### src/rtl/ram_arb_pkg.sv
// Types and helpers shared by the RAM data-port arbiter and its lane-alignment logic.
// Access sizes, FSM states, the latched request record and the request legality rule.
package ram_arb_pkg;

  typedef enum logic [1:0] {
    MEM_B = 2'b00,
    MEM_H = 2'b01,
    MEM_W = 2'b10
  } mem_size_e;

  typedef enum logic [1:0] {
    IDLE,
    ACCESS,
    RMW,
    RESP
  } arb_state_e;

  typedef struct packed {
    logic        we;
    logic [1:0]  size;
    logic        is_unsigned;
    logic [31:0] addr;
    logic [31:0] wdata;
  } req_t;

  // A request is rejected for an illegal size, a misaligned half/word, or an address past the RAM.
  function automatic logic access_illegal(input logic [1:0]  size,
                                          input logic [31:0] addr,
                                          input logic [31:0] mem_bytes);
    logic bad;
    bad = (addr >= mem_bytes);
    case (size)
      MEM_B:   ;
      MEM_H:   bad = bad | addr[0];
      MEM_W:   bad = bad | (addr[1:0] != 2'b00);
      default: bad = 1'b1;
    endcase
    return bad;
  endfunction

endpackage

### src/rtl/ram_port_arbiter_if.sv
// Bundle of both requester ports and the RAM data port around the arbiter.
// slave = the arbiter itself; master = the requesters plus the RAM behind it.
interface ram_port_arbiter_if;

  logic        m0_req;
  logic        m0_we;
  logic [1:0]  m0_size;
  logic        m0_unsigned;
  logic [31:0] m0_addr;
  logic [31:0] m0_wdata;
  logic        m0_gnt;
  logic        m0_done;
  logic [31:0] m0_rdata;
  logic        m0_err;

  logic        m1_req;
  logic        m1_we;
  logic [1:0]  m1_size;
  logic        m1_unsigned;
  logic [31:0] m1_addr;
  logic [31:0] m1_wdata;
  logic        m1_gnt;
  logic        m1_done;
  logic [31:0] m1_rdata;
  logic        m1_err;

  logic [31:0] ram_addr;
  logic [31:0] ram_wdata;
  logic [31:0] ram_rdata;
  logic        ram_wr;

  modport slave (
    input  m0_req, m0_we, m0_size, m0_unsigned, m0_addr, m0_wdata,
    output m0_gnt, m0_done, m0_rdata, m0_err,
    input  m1_req, m1_we, m1_size, m1_unsigned, m1_addr, m1_wdata,
    output m1_gnt, m1_done, m1_rdata, m1_err,
    output ram_addr, ram_wdata, ram_wr,
    input  ram_rdata
  );

  modport master (
    output m0_req, m0_we, m0_size, m0_unsigned, m0_addr, m0_wdata,
    input  m0_gnt, m0_done, m0_rdata, m0_err,
    output m1_req, m1_we, m1_size, m1_unsigned, m1_addr, m1_wdata,
    input  m1_gnt, m1_done, m1_rdata, m1_err,
    input  ram_addr, ram_wdata, ram_wr,
    output ram_rdata
  );

endinterface

### src/rtl/ram_lane_align.sv
// Byte/half lane handling on a word-wide RAM: load extraction with sign/zero extension,
// and the merge of store data into a previously read word for read-modify-write.
module ram_lane_align
  import ram_arb_pkg::*;
(
  input  logic [31:0] rdata,
  input  logic [31:0] word,
  input  logic [31:0] wdata,
  input  logic [1:0]  off,
  input  logic [1:0]  size,
  input  logic        is_unsigned,
  output logic [31:0] load_data,
  output logic [31:0] merge_data
);

  logic [7:0]  load_byte;
  logic [15:0] load_half;

  always_comb begin
    load_byte = rdata[{off, 3'b000} +: 8];
    load_half = off[1] ? rdata[31:16] : rdata[15:0];
    load_data = rdata;
    case (size)
      MEM_B:   load_data = {{24{load_byte[7] & ~is_unsigned}}, load_byte};
      MEM_H:   load_data = {{16{load_half[15] & ~is_unsigned}}, load_half};
      default: ;
    endcase
  end

  // Sub-word stores keep every lane of the captured word except the one being written.
  always_comb begin
    merge_data = wdata;
    case (size)
      MEM_B: begin
        merge_data = word;
        merge_data[{off, 3'b000} +: 8] = wdata[7:0];
      end
      MEM_H: begin
        merge_data = word;
        merge_data[{off[1], 4'b0000} +: 16] = wdata[15:0];
      end
      default: ;
    endcase
  end

endmodule

### src/rtl/ram_port_arbiter.sv
// Shares the single RAM data port between two requesters (m0 = CPU LSU, m1 = loader/debug),
// with sub-word loads/stores, read-modify-write for partial stores, and request rejection.
module ram_port_arbiter
  import ram_arb_pkg::*;
#(
  parameter int unsigned MEM_BYTES = 32'd4096,
  parameter bit          RR_EN     = 1'b1
) (
  input logic               clk,
  input logic               rst_n,
  ram_port_arbiter_if.slave bus
);

  arb_state_e  state_q, state_d;
  req_t        req_q, req_d;
  logic        owner_q, owner_d;      // 0 = m0 owns the transaction, 1 = m1
  logic        prio_m1_q, prio_m1_d;  // 1 = m1 wins the next tie
  logic        err_q, err_d;
  logic [31:0] rdata_q, rdata_d;

  logic        gnt_m0, gnt_m1;
  req_t        sel_req;
  logic        resp_valid;
  logic [31:0] resp_rdata;
  logic        ram_wr;
  logic [31:0] ram_addr;
  logic [31:0] ram_wdata;
  logic [31:0] word_addr;
  logic [31:0] load_data;
  logic [31:0] merge_data;

  // Grants are offered only from IDLE and never during reset, so a gnt is always captured.
  always_comb begin
    gnt_m0 = 1'b0;
    gnt_m1 = 1'b0;
    if (state_q == IDLE && rst_n) begin
      if (bus.m0_req && bus.m1_req) begin
        if (RR_EN && prio_m1_q) gnt_m1 = 1'b1;
        else                    gnt_m0 = 1'b1;
      end else begin
        gnt_m0 = bus.m0_req;
        gnt_m1 = bus.m1_req;
      end
    end
  end

  always_comb begin
    if (gnt_m1) begin
      sel_req = '{we: bus.m1_we, size: bus.m1_size, is_unsigned: bus.m1_unsigned,
                  addr: bus.m1_addr, wdata: bus.m1_wdata};
    end else begin
      sel_req = '{we: bus.m0_we, size: bus.m0_size, is_unsigned: bus.m0_unsigned,
                  addr: bus.m0_addr, wdata: bus.m0_wdata};
    end
  end

  assign word_addr = {req_q.addr[31:2], 2'b00};

  ram_lane_align u_align (
    .rdata       (bus.ram_rdata),
    .word        (rdata_q),
    .wdata       (req_q.wdata),
    .off         (req_q.addr[1:0]),
    .size        (req_q.size),
    .is_unsigned (req_q.is_unsigned),
    .load_data   (load_data),
    .merge_data  (merge_data)
  );

  always_comb begin
    // NOTE: every signal gets a default here, so no branch can leave one unassigned and infer a latch.
    state_d    = state_q;
    req_d      = req_q;
    owner_d    = owner_q;
    prio_m1_d  = prio_m1_q;
    err_d      = err_q;
    rdata_d    = rdata_q;
    ram_addr   = '0;
    ram_wdata  = '0;
    ram_wr     = 1'b0;
    resp_valid = 1'b0;
    resp_rdata = '0;
    case (state_q)
      IDLE: begin
        if (gnt_m0 || gnt_m1) begin
          req_d     = sel_req;
          owner_d   = gnt_m1;
          prio_m1_d = gnt_m0;
          rdata_d   = '0;
          err_d     = access_illegal(sel_req.size, sel_req.addr, MEM_BYTES);
          state_d   = err_d ? RESP : ACCESS;
        end
      end
      ACCESS: begin
        ram_addr = word_addr;
        if (!req_q.we) begin
          rdata_d = load_data;
          state_d = RESP;
        end else if (req_q.size == MEM_W) begin
          ram_wr    = 1'b1;
          ram_wdata = req_q.wdata;
          state_d   = RESP;
        end else begin
          // Partial store: hold the current word so RMW can rewrite only the target lane.
          rdata_d = bus.ram_rdata;
          state_d = RMW;
        end
      end
      RMW: begin
        ram_addr  = word_addr;
        ram_wr    = 1'b1;
        ram_wdata = merge_data;
        state_d   = RESP;
      end
      RESP: begin
        resp_valid = 1'b1;
        if (!req_q.we && !err_q) resp_rdata = rdata_q;
        state_d = IDLE;
      end
      default: state_d = IDLE;
    endcase
  end

  // NOTE: non-blocking assignments make every flop sample the pre-edge values of the others.
  always_ff @(posedge clk or negedge rst_n) begin
    if (!rst_n) begin
      state_q   <= IDLE;
      req_q     <= '0;
      owner_q   <= 1'b0;
      prio_m1_q <= 1'b0;
      err_q     <= 1'b0;
      rdata_q   <= '0;
    end else begin
      state_q   <= state_d;
      req_q     <= req_d;
      owner_q   <= owner_d;
      prio_m1_q <= prio_m1_d;
      err_q     <= err_d;
      rdata_q   <= rdata_d;
    end
  end

  assign bus.m0_gnt   = gnt_m0;
  assign bus.m1_gnt   = gnt_m1;
  assign bus.m0_done  = resp_valid & ~owner_q;
  assign bus.m1_done  = resp_valid & owner_q;
  assign bus.m0_err   = resp_valid & ~owner_q & err_q;
  assign bus.m1_err   = resp_valid & owner_q & err_q;
  assign bus.m0_rdata = owner_q ? '0 : resp_rdata;
  assign bus.m1_rdata = owner_q ? resp_rdata : '0;

  assign bus.ram_addr  = ram_addr;
  assign bus.ram_wdata = ram_wdata;
  assign bus.ram_wr    = ram_wr;

endmodule

### src/flat_wrapper.sv
// flat-port wrapper written by rule: the top's interface ports become plain ports
module ram_port_arbiter_flat import ram_arb_pkg::*;
#(
  parameter int unsigned MEM_BYTES = 32'd4096,
  parameter bit          RR_EN     = 1'b1
)
  (clk, rst_n, bus_m0_req, bus_m0_we, bus_m0_size, bus_m0_unsigned, bus_m0_addr, bus_m0_wdata, bus_m0_gnt, bus_m0_done, bus_m0_rdata, bus_m0_err, bus_m1_req, bus_m1_we, bus_m1_size, bus_m1_unsigned, bus_m1_addr, bus_m1_wdata, bus_m1_gnt, bus_m1_done, bus_m1_rdata, bus_m1_err, bus_ram_addr, bus_ram_wdata, bus_ram_wr, bus_ram_rdata);
  ram_port_arbiter_if bus_i ();
  input logic clk;
  input logic rst_n;
  input wire logic [$bits(bus_i.m0_req)-1:0] bus_m0_req;
  input wire logic [$bits(bus_i.m0_we)-1:0] bus_m0_we;
  input wire logic [$bits(bus_i.m0_size)-1:0] bus_m0_size;
  input wire logic [$bits(bus_i.m0_unsigned)-1:0] bus_m0_unsigned;
  input wire logic [$bits(bus_i.m0_addr)-1:0] bus_m0_addr;
  input wire logic [$bits(bus_i.m0_wdata)-1:0] bus_m0_wdata;
  output wire logic [$bits(bus_i.m0_gnt)-1:0] bus_m0_gnt;
  output wire logic [$bits(bus_i.m0_done)-1:0] bus_m0_done;
  output wire logic [$bits(bus_i.m0_rdata)-1:0] bus_m0_rdata;
  output wire logic [$bits(bus_i.m0_err)-1:0] bus_m0_err;
  input wire logic [$bits(bus_i.m1_req)-1:0] bus_m1_req;
  input wire logic [$bits(bus_i.m1_we)-1:0] bus_m1_we;
  input wire logic [$bits(bus_i.m1_size)-1:0] bus_m1_size;
  input wire logic [$bits(bus_i.m1_unsigned)-1:0] bus_m1_unsigned;
  input wire logic [$bits(bus_i.m1_addr)-1:0] bus_m1_addr;
  input wire logic [$bits(bus_i.m1_wdata)-1:0] bus_m1_wdata;
  output wire logic [$bits(bus_i.m1_gnt)-1:0] bus_m1_gnt;
  output wire logic [$bits(bus_i.m1_done)-1:0] bus_m1_done;
  output wire logic [$bits(bus_i.m1_rdata)-1:0] bus_m1_rdata;
  output wire logic [$bits(bus_i.m1_err)-1:0] bus_m1_err;
  output wire logic [$bits(bus_i.ram_addr)-1:0] bus_ram_addr;
  output wire logic [$bits(bus_i.ram_wdata)-1:0] bus_ram_wdata;
  output wire logic [$bits(bus_i.ram_wr)-1:0] bus_ram_wr;
  input wire logic [$bits(bus_i.ram_rdata)-1:0] bus_ram_rdata;
  assign bus_i.m0_req = bus_m0_req;
  assign bus_i.m0_we = bus_m0_we;
  assign bus_i.m0_size = bus_m0_size;
  assign bus_i.m0_unsigned = bus_m0_unsigned;
  assign bus_i.m0_addr = bus_m0_addr;
  assign bus_i.m0_wdata = bus_m0_wdata;
  assign bus_m0_gnt = bus_i.m0_gnt;
  assign bus_m0_done = bus_i.m0_done;
  assign bus_m0_rdata = bus_i.m0_rdata;
  assign bus_m0_err = bus_i.m0_err;
  assign bus_i.m1_req = bus_m1_req;
  assign bus_i.m1_we = bus_m1_we;
  assign bus_i.m1_size = bus_m1_size;
  assign bus_i.m1_unsigned = bus_m1_unsigned;
  assign bus_i.m1_addr = bus_m1_addr;
  assign bus_i.m1_wdata = bus_m1_wdata;
  assign bus_m1_gnt = bus_i.m1_gnt;
  assign bus_m1_done = bus_i.m1_done;
  assign bus_m1_rdata = bus_i.m1_rdata;
  assign bus_m1_err = bus_i.m1_err;
  assign bus_ram_addr = bus_i.ram_addr;
  assign bus_ram_wdata = bus_i.ram_wdata;
  assign bus_ram_wr = bus_i.ram_wr;
  assign bus_i.ram_rdata = bus_ram_rdata;
  ram_port_arbiter #(.MEM_BYTES(MEM_BYTES), .RR_EN(RR_EN)) u_core (.clk(clk), .rst_n(rst_n), .bus(bus_i));
endmodule
### config.mk
export PLATFORM = sky130hd
export DESIGN_NAME = ram_port_arbiter_flat
export DESIGN_NICKNAME = d
export VERILOG_FILES = /design/src/rtl/ram_arb_pkg.sv /design/src/rtl/ram_port_arbiter_if.sv /design/src/rtl/ram_lane_align.sv /design/src/rtl/ram_port_arbiter.sv /design/src/flat_wrapper.sv
export SDC_FILE = /design/constraint.sdc
export NUM_CORES = 1
export LEC_CHECK = 0
export CAP_MARGIN = 40
export CORE_ASPECT_RATIO = 0.8
export CORE_UTILIZATION = 48
export CTS_CLUSTER_DIAMETER = 60
export DETAILED_ROUTE_END_ITERATION = 8
export PLACE_DENSITY = 0.88
export SLEW_MARGIN = 20
export SYNTH_ARGS = -nofsm -noshare
export SYNTH_HDL_FRONTEND = slang
export SYNTH_SLANG_ARGS = --single-unit
### constraint.sdc
create_clock -name clk -period 5.2 [get_ports clk]
set_input_delay 0.52 -clock clk [delete_from_list [all_inputs] [get_ports clk]]
set_output_delay 0.52 -clock clk [all_outputs]
set_load 0.01 [all_outputs]
==> results.yml <==
run_status:
  outcome: "complete, no violations"
logic_synthesis:
  synthArstFlopShare_pct: 100
  synth_simple_gate_area_share_pct: 23.0
  syn_area_um2: 7530
  synthMuxAreaShare_pct: 12.4
  synth_top_family_by_area: "simple AND/OR/NAND/NOR gates"
  syn_area_per_cell_um2: 8.20
  synth.ff_latch_count: 105
  synth-edff-count: 0
  yosys.cell_types.count: 55
  netlist_instances: 918
  ys_warn_count: 0
  ys.flop_type: "dfrtp_1"
  synth_fa_ha_area_share_pct: 2.16
  yosysSeqAreaShare_pct: 34.9
  synth_compound_area_share_pct: 22.0
  yosys.area_share.xor_xnor_pct: 0
route:
  route.met3.wl_um: 2510
  ant_nets: 0
  drt-met1-wl_um: 10400
  wirelength_um: 26100
  dr.pass1.iters: 8
  routed.top_layer: "met4"
  avgRoutedWirePerCell_um: 18.9
  route.detailed.drc: 0
  drtIter0Drc: 869
  routed_via_density: 5.75
  vias: 7962
  met2_length_um: 12700
clock_network:
  cts.clk_slew.worst_paths_ns: 0.07
  cts_root_buf: "clkbuf_16"
  cts_max_level: 3
  clock-sinks: 105
  clk_path_buf_depth: 2
  insertion_delay_ns: 0.37
  cts-buffers-inserted: 9
  ctsResizeCount: 0
  post_cts_buffers: 0
  cts_tree: "built"
  cts_hold_buf: 0
worst_setup_path:
  critPathTopFamily: "simple AND/OR/NAND/NOR gates"
  cp.depth: 6
  crit_arrival_ns: 3.34
  worstPathRequired_ns: 4.68
  path_cells: "nor2b_1, and3_1, o21a_1, a22oi_1, nor2b_1, clkdlybuf4s50_1"
  cp_num_buf_inv: 1
  worstSetupEndpointType: "primary output"
  setup.worst_path.class: "reg2out"
  slowest_delay_ns: 0.81
  crit_fanout: 23
  r2r_cells: 10
  worstSetupStartpointType: "flop"
  cp_slowest_cell: "dfrtp_1"
  crit_top_cell: "nor2b_1"
global_route:
  grt_start_max_net_pins: 75
  grt_usage_pct: 32.5
  grt_overflow_total: 0
  grt_first_pass_wirelength_um: 40200
  antenna_found_initial: 0
  grt_pass1_vias: 7519
pwr:
  combPwrFrac_pct: 56.4
  p_int_mw: 2.96
  powerDensity_nw_per_um2: 493
  p_sw_mw: 2.46
  swShare_pct: 45.3
  clkPwrFrac_pct: 13.0
  leakage_nw: 4.83
  max-vdd-ir-drop_v: 0.000279
  seq_power_share_pct: 30.6
sta:
  min_period_ns: 3.86
  fin_ws_ns: 1.34
  final-max-slew-violation-count: 0
  timing.final.hold_violations: 0
  fmax_mhz: 259
  finalSetupTns_ns: 0
  hold_ws_ns: 0.170
  period_share_pct: 74.2
  worst_pin_slew_ns: 0.842
  finalSetupViolCount: 0
  slew_headroom_pct: 43.7
  rsz0062_at_grt: "false"
  skew_ns: 0.0119
layout:
  design_area_um2: 11000
  finalNonFillerCells: 1384
  layout.nets: 1355
  fill_cells: 1168
  drive_gt1_share_pct: 4.60
  num_antenna_cells: 0
  areaGrowthSynthToFinish_pct: 45.9
placed_design:
  dp.cells: 1367
  place_area_um2: 10700
  place.gp.congestion: 0.930
  dp_slack_ns: 1.66
  dp_hpwl_um: 20100
  io_buffers: 304
die:
  dieArea_um2: 16200
  core-area_um2: 15200
  num_rows: 40
  die_width_um: 142
  die_h_um: 114
  initial_core_util_pct: 49.7
  pin_count: 307
run:
  max_cap_viol_count: 0
min_path:
  hold_path_class: "in2async"
cells by family (layout without fill, tap and decap cells):
logic type / count (synthesis) / in the layout
flip-flops: 105 / 105
AND/OR/NAND/NOR: 342 / 342
AO/OA/AOI/OAI: 271 / 271
multiplexers: 91 / 91
buffers and inverters: 95 / 350
adder cells (fa/ha/maj): 13 / 13
other: 1 / 2
cells in the final DEF (no fill, tap or decap), types with 10 or more instances in the layout:
cell type          n
clkdlybuf4s50_1  303
nand2_1          156
o21ai_0          110
dfrtp_1          103
and2_1            99
mux2i_1           82
a21oi_1           57
nor2b_1           29
a221oi_1          16
inv_1             15
ha_1              13
o21ai_1           12
buf_4             12
nor3_1            11
nor4_1            10
synthesized netlist by cell type (all sizes together) (3+ instances only):
| cell | count | share of area, % |
|---|---|---|
| a21boi | 9 | 0.90 |
| a21oi | 57 | 3.8 |
| a221oi | 16 | 1.9 |
| a22o | 9 | 1.0 |
| a22oi | 8 | 0.80 |
| a31oi | 7 | 0.58 |
| a32oi | 8 | 0.93 |
| and2 | 99 | 8.2 |
| and3 | 4 | 0.33 |
| buf | 31 | 2.3 |
| clkbuf | 49 | 2.5 |
| dfrtp | 105 | 35 |
| ha | 13 | 2.2 |
| inv | 15 | 0.75 |
| mux2 | 8 | 1.2 |
| mux2i | 82 | 11 |
| nand2 | 157 | 7.9 |
| nand2b | 3 | 0.25 |
| nand3 | 6 | 0.47 |
| nor2 | 9 | 0.45 |
| nor2b | 29 | 2.4 |
| nor3 | 11 | 0.73 |
| nor4 | 10 | 0.83 |
| nor4bb | 3 | 0.40 |
| o21a | 3 | 0.30 |
| o21ai | 123 | 8.2 |
| o221ai | 7 | 0.81 |
| o22ai | 6 | 0.50 |
| o2bb2ai | 8 | 0.93 |
| or2 | 3 | 0.25 |
registers in the layout, summed over array words and instances (netlist names):
signal / count
u_core.state_q: 2
u_core.req_q: 68
u_core.owner_q: 1
u_core.rdata_q: 32
u_core.prio_m1_q: 1
u_core.err_q: 1
layer usage:
metal	global-route usage, %	vias up
met1	41.9	3749
met2	54.5	428
met5	0	-
li1	-	3738
met4	10.3	0
met3	7.22	47
power by group through the flow:
stage / logic (mW) / registers (mW) / clock network, mW
4_1_cts: 3.03 / 1.63 / 0.715
5_1_grt: 3.34 / 1.69 / 0.741
3_5_place_dp: 3.01 / 1.65 / 0
6_report: 3.05 / 1.66 / 0.704
2_1_floorplan: 1.99 / 1.39 / 0
3_3_place_gp: 2.86 / 1.66 / 0
worst paths after layout:
check / start / slack, ns / to
max: u_core.req_q[66] / 1.34 / bus_ram_wdata[30]
min: rst_n / 0.17 / u_core.req_q[37]
max reg2reg: u_core.state_q[1] / 2.01 / u_core.state_q[1]
min reg2reg: u_core.req_q[35] / 0.48 / u_core.req_q[35]
max in group asynchronous: rst_n / 4.08 / u_core.req_q[23]
min in group clk: u_core.req_q[35] / 0.48 / u_core.req_q[35]
layout make-up:
cell class                      instances  area [um^2]  area share, %
Clock buffer                            9          225           2.05
Sequential cell                       105         2630           23.9
Clock inverter                          6         73.8          0.672
Inverter                               15         56.3          0.513
Tap cell                              210          263           2.39
Multi-Input combinational cell        719         4510           41.0
Timing Repair Buffer                  320         3230           29.4
per-stage QoR:
stage          utilization, %  total power [mW]
2_1_floorplan               -              3.37
3_3_place_gp             69.8              4.52
3_5_place_dp             70.3              4.66
4_1_cts                  72.2              5.38
5_1_grt                  72.4              5.77
6_report                 72.4              5.42
No activity file was read; power rests on OpenSTA's default activity.
